## src/rtl/distribuidor_entrada_pkg.sv

```systemverilog
// Shared definitions for the input-FIFO distributor and the switch arbiter:
// destination field layout, FIFO count, holding-stage state encoding.
package distribuidor_entrada_pkg;

    localparam int DATA_W_DEFAULT = 6;
    localparam int NUM_FIFOS      = 4;
    localparam int DEST_W         = 2;
    localparam int DEST_HI        = DATA_W_DEFAULT - 1;
    localparam int DEST_LO        = DATA_W_DEFAULT - DEST_W;

    typedef enum logic {
        EMPTY  = 1'b0,
        LOADED = 1'b1
    } state_e;

endpackage

```

## src/rtl/distribuidor_entrada_contador_sat.sv

```systemverilog
// Saturating up-counter used for the per-FIFO push and stall statistics.
// Holds at all-ones instead of wrapping; cleared by synchronous active-low reset.
module contador_sat #(
    parameter int CNT_W = 8
) (
    input  logic             clk,
    input  logic             reset,
    input  logic             inc,
    output logic [CNT_W-1:0] count
);

    logic [CNT_W-1:0] count_q;
    logic [CNT_W-1:0] count_d;

    // Next count: step by one unless already at the ceiling.
    always_comb begin
        // NOTE: every always_comb output gets a default first so no path leaves it unassigned (no latch).
        count_d = count_q;
        if (inc && (count_q != '1)) begin
            count_d = count_q + 1'b1;
        end
    end

    // Count register with synchronous clear.
    always_ff @(posedge clk) begin
        // NOTE: sequential state uses non-blocking assignments so all flops update from pre-edge values.
        if (!reset) begin
            count_q <= '0;
        end else begin
            count_q <= count_d;
        end
    end

    assign count = count_q;

endmodule

```

## src/rtl/distribuidor_entrada.sv

```systemverilog
// Write-side front end for the four arbiter input FIFOs. A one-entry holding
// stage takes words from the source, routes each by its class field to one
// FIFO while respecting that FIFO's almost-full, and keeps push/stall stats.
module distribuidor_entrada
    import distribuidor_entrada_pkg::*;
#(
    parameter int DATA_W = DATA_W_DEFAULT,
    parameter int CNT_W  = 8
) (
    input  logic              clk,
    input  logic              reset,
    input  logic              in_valid,
    input  logic [DATA_W-1:0] in_data,
    output logic              in_ready,
    input  logic              afull0,
    input  logic              afull1,
    input  logic              afull2,
    input  logic              afull3,
    output logic              push0_out,
    output logic              push1_out,
    output logic              push2_out,
    output logic              push3_out,
    output logic [DATA_W-1:0] fifo_data_out,
    output logic              idle,
    output logic [CNT_W-1:0]  push_cnt0,
    output logic [CNT_W-1:0]  push_cnt1,
    output logic [CNT_W-1:0]  push_cnt2,
    output logic [CNT_W-1:0]  push_cnt3,
    output logic [CNT_W-1:0]  stall_cnt
);

    state_e             state_q, state_d;
    logic [DATA_W-1:0]  hold_data_q, hold_data_d;

    logic [NUM_FIFOS-1:0] afull;
    logic [NUM_FIFOS-1:0] push_vec;
    logic [DEST_W-1:0]    tgt;
    logic                 fire;
    logic                 accept;
    logic                 stall_inc;
    logic [CNT_W-1:0]     push_cnt [NUM_FIFOS];

    assign afull = {afull3, afull2, afull1, afull0};
    assign tgt   = hold_data_q[DATA_W-1 -: DEST_W];

    // Handshake and routing: push the held word unless its own FIFO is almost full;
    // accept a new word whenever the stage is empty or is being emptied this cycle.
    always_comb begin
        push_vec  = '0;
        fire      = reset && (state_q == LOADED) && !afull[tgt];
        in_ready  = reset && ((state_q == EMPTY) || fire);
        accept    = in_valid && in_ready;
        stall_inc = reset && (state_q == LOADED) && afull[tgt];
        if (fire) begin
            push_vec[tgt] = 1'b1;
        end
    end

    // Holding-stage next state; data is only captured on accept, so in_data
    // garbage while in_valid is low never reaches the stage.
    always_comb begin
        state_d     = state_q;
        hold_data_d = hold_data_q;
        case (state_q)
            EMPTY: begin
                if (accept) begin
                    state_d     = LOADED;
                    hold_data_d = in_data;
                end
            end
            LOADED: begin
                if (accept) begin
                    hold_data_d = in_data;
                end else if (fire) begin
                    state_d = EMPTY;
                end
            end
            default: state_d = EMPTY;
        endcase
    end

    // Holding-stage registers; reset discards any held word.
    always_ff @(posedge clk) begin
        if (!reset) begin
            state_q     <= EMPTY;
            hold_data_q <= '0;
        end else begin
            state_q     <= state_d;
            hold_data_q <= hold_data_d;
        end
    end

    for (genvar i = 0; i < NUM_FIFOS; i++) begin : g_push_cnt
        contador_sat #(.CNT_W(CNT_W)) u_push_cnt (
            .clk   (clk),
            .reset (reset),
            .inc   (push_vec[i]),
            .count (push_cnt[i])
        );
    end

    contador_sat #(.CNT_W(CNT_W)) u_stall_cnt (
        .clk   (clk),
        .reset (reset),
        .inc   (stall_inc),
        .count (stall_cnt)
    );

    assign push0_out     = push_vec[0];
    assign push1_out     = push_vec[1];
    assign push2_out     = push_vec[2];
    assign push3_out     = push_vec[3];
    assign fifo_data_out = hold_data_q;
    assign idle          = (state_q == EMPTY);
    assign push_cnt0     = push_cnt[0];
    assign push_cnt1     = push_cnt[1];
    assign push_cnt2     = push_cnt[2];
    assign push_cnt3     = push_cnt[3];

endmodule

```

## config.mk

```make
export PLATFORM = sky130hd
export DESIGN_NAME = distribuidor_entrada
export DESIGN_NICKNAME = d
export VERILOG_FILES = /design/src/rtl/distribuidor_entrada_pkg.sv /design/src/rtl/distribuidor_entrada_contador_sat.sv /design/src/rtl/distribuidor_entrada.sv
export SDC_FILE = /design/constraint.sdc
export NUM_CORES = 1
export LEC_CHECK = 0
export CELL_PAD_IN_SITES_DETAIL_PLACEMENT = 1
export CELL_PAD_IN_SITES_GLOBAL_PLACEMENT = 1
export CORE_MARGIN = 5
export CORE_UTILIZATION = 32
export CTS_BUF_LIST = sky130_fd_sc_hd__clkbuf_16
export DETAILED_ROUTE_END_ITERATION = 12
export GPL_TIMING_DRIVEN = 0
export PLACE_DENSITY_LB_ADDON = 0.1
export SYNTH_ARGS = -nofsm -noshare
export SYNTH_HDL_FRONTEND = slang
export SYNTH_HIERARCHICAL = 1
export SYNTH_SLANG_ARGS = --single-unit
```

## constraint.sdc

```tcl
create_clock -name clk -period 2.05 [get_ports clk]
set_clock_uncertainty 0.15 [all_clocks]
set_input_delay 0.41 -clock clk [delete_from_list [all_inputs] [get_ports clk]]
set_output_delay 0.41 -clock clk [all_outputs]
set_load 0.1 [all_outputs]
```

==> metrics.csv <==
metric,value,unit
status,completed,
tightestPinTransition,0.9492,ns
power_density,568.0,nW/µm²
rows,31,
grt_pass1_wl,11.88,mm
initial_core_util,33.08,%
globalplace.congestion,0.7477,
layout_commonest_cell,clkdlybuf4s15_2,
numClockSinks,47,
worstSetupEndpointType,output pin,
synthAdderAreaFrac,2.580,%
synth_edf_count,0,
wire_per_inst,15.29,µm
slew_headroom,36.97,%
crit_path_max_incr_delay,0.41,ns
dr.first_iter.drc_count,46,
hpwl,5.021,mm
vdd_ir_drop_max,289.8,µV
synth_xor_area_share,0,%
die_x,97.05,µm
ctsHoldBuffers,0,
timing.critical_path.buf_inv,1,
yosysWarnings,6,
rsz0062_at_grt,true,
die-area,9419,µm²
synth-compound-area-share,21.31,%
ant_nets,0,
synth-seq-cells,47,
crit_arrival,1.48,ns
grt_overflow,0,
synth_cells,282,
hold_ws,0.3141,ns
n_antenna_cell,0,
path_max_fanout,8,
path_delay_family,flip-flops,
period_needed,2.040,ns
cp.required,1.49,ns
cts_made_buffers,5,
cap_viol_max_count,0,
timing.setup.tns,0,ns
p_leak,0.001327,µW
drive_above_1_share,29.28,%
finalHoldViolations,0,
setup_viol,0,
yosysSeqAreaShare,38.80,%
path_clk_slew,0.07,ns
fmax,490.2,MHz
track_usage,14.92,%
drc,0,
synthMuxAreaShare,7.688,%
final_cell_mix,"clkdlybuf4s15_2, nand2_1, dfxtp_1",
io_buffers,64,
crit_chain,"mux2_4, nand2_4, and3_4, buf_12",
worstSetupStartpointType,flip-flop,
final_nets,379,
synth_top_family_by_area,simple AND/OR/NAND/NOR gates,
slew_viol_final,0,
num_io_pins,65,
dr_total_vias,2428,
ctsRootBufferMaster,clkbuf_16,
slowest_stage,dfxtp_4,
syn_area_per_cell,8.599,µm²
cts.htree.levels,2,
clk_latency,0.29,ns
fin_crit_sh,99.51,%
grt_max_degree,46,
r2r_slack,0.15,ns
worst-setup-path-type,flip-flop to output pin,
wl,7.048,mm
antenna_found_initial,0,
vias_per_cell,5.267,
synth_cell_types,33,
synthSimpleGateAreaFrac,26.42,%
die_h,97.05,µm
cts_max_path_buffers,2,
syn_to_final_growth,47.37,%
holdCritPathClass,input pin to flip-flop,
dr.pass1.iters,4,
syn_nets,300,
coreArea,7331,µm²
synth_ff_type,dfxtp_1,
synth_area,2425,µm²
grt_pass1_vias,2504,
async_reset_ff_share,0,%
cts_tree,built,
-- worst min-delay path, stage by stage --
cell      delay, ns
buf_12         0.15
nand2_1        0.08
o21bai_1       0.05
-- routing by layer --
layer  global-route usage (%)  part of all wire (%)  wire [µm]  vias to the layer above
met1                    18.54                    47       3311                     1159
met2                    24.63                    47       3300                       45
li1                         -                     -          -                     1218
met5                        0                     0          0                        -
met3                    4.738                   5.2        364                        6
met4                    4.536                   1.0         72                        0
-- final cells by class --
| cell class | instances | area (µm²) |
|---|---|---|
| Buffer | 6 | 30.03 |
| Clock buffer | 5 | 125.1 |
| Clock inverter | 3 | 16.27 |
| Fill cell | 830 | 3757 |
| Inverter | 13 | 48.80 |
| Multi-Input combinational cell | 216 | 1513 |
| Sequential cell | 47 | 957.2 |
| Tap cell | 99 | 123.9 |
| Timing Repair Buffer | 72 | 759.5 |
-- report_power, final --
group | switching, µW | leakage (µW) | internal (µW)
clock | 363 | 0.0000710 | 446
combinational | 189 | 0.000872 | 88.0
sequential | 18.8 | 0.000384 | 925
-- per-stage QoR --
step | cells | cell area, µm² | setup WS, ns | total power, µW | util [%]
floorplan | 282 | 2517 | -0.8328 | 1138 | -
global placement | 445 | 3282 | -2.775 | 1224 | 44.77
detailed placement | 445 | 3277 | -1.617 | 1226 | 44.70
CTS | 458 | 3542 | -0.04304 | 2050 | 48.32
global route | 461 | 3573 | -0.03459 | 2112 | 48.75
finish | 461 | 3573 | 0.01007 | 2030 | 48.75
-- cell usage after synthesis (7+ instances only) --
cell type / number / area share, %
dfxtp_1: 47 / 39
nand2_1: 45 / 7.0
a21oi_1: 25 / 5.2
mux2i_1: 16 / 6.6
nor3_1: 16 / 3.3
inv_1: 13 / 2.0
and3_1: 11 / 2.8
nand3_1: 11 / 2.3
a211oi_1: 10 / 3.1
nand4_1: 10 / 2.6
o21bai_1: 10 / 3.1
a31oi_1: 7 / 1.8
-- sequential cells by signal (all words and copies together) (netlist names) --
register                     flops
u_stall_cnt/count                8
state_q                          1
g_push_cnt.u_push_cnt/count     32
fifo_data_out                    6
-- cells by family (layout without fill, tap and decap cells) --
kind of cell | after synthesis | count (layout)
AO/OA/AOI/OAI | 74 | 74
adder cells (fa/ha/maj) | 5 | 5
buffers and inverters | 19 | 99
flip-flops | 47 | 47
multiplexers | 18 | 18
AND/OR/NAND/NOR | 119 | 119
-- final timing paths --
kind                                             to              from  cells past startpoint
hold / removal    g_push_cnt[2].u_push_cnt/count[4]             reset                      3
setup reg to reg  g_push_cnt[0].u_push_cnt/count[6]           state_q                      5
hold reg to reg                    fifo_data_out[3]  fifo_data_out[3]                      2
setup / recovery                           in_ready  fifo_data_out[5]                      4
-- repair_timing --
action,4_1_cts,5_1_grt
setup endpoints to repair,84,10
pin swaps,4,2
setup buffers,5,3
gates resized for setup,185,11
(Power assumes the default switching activity.)
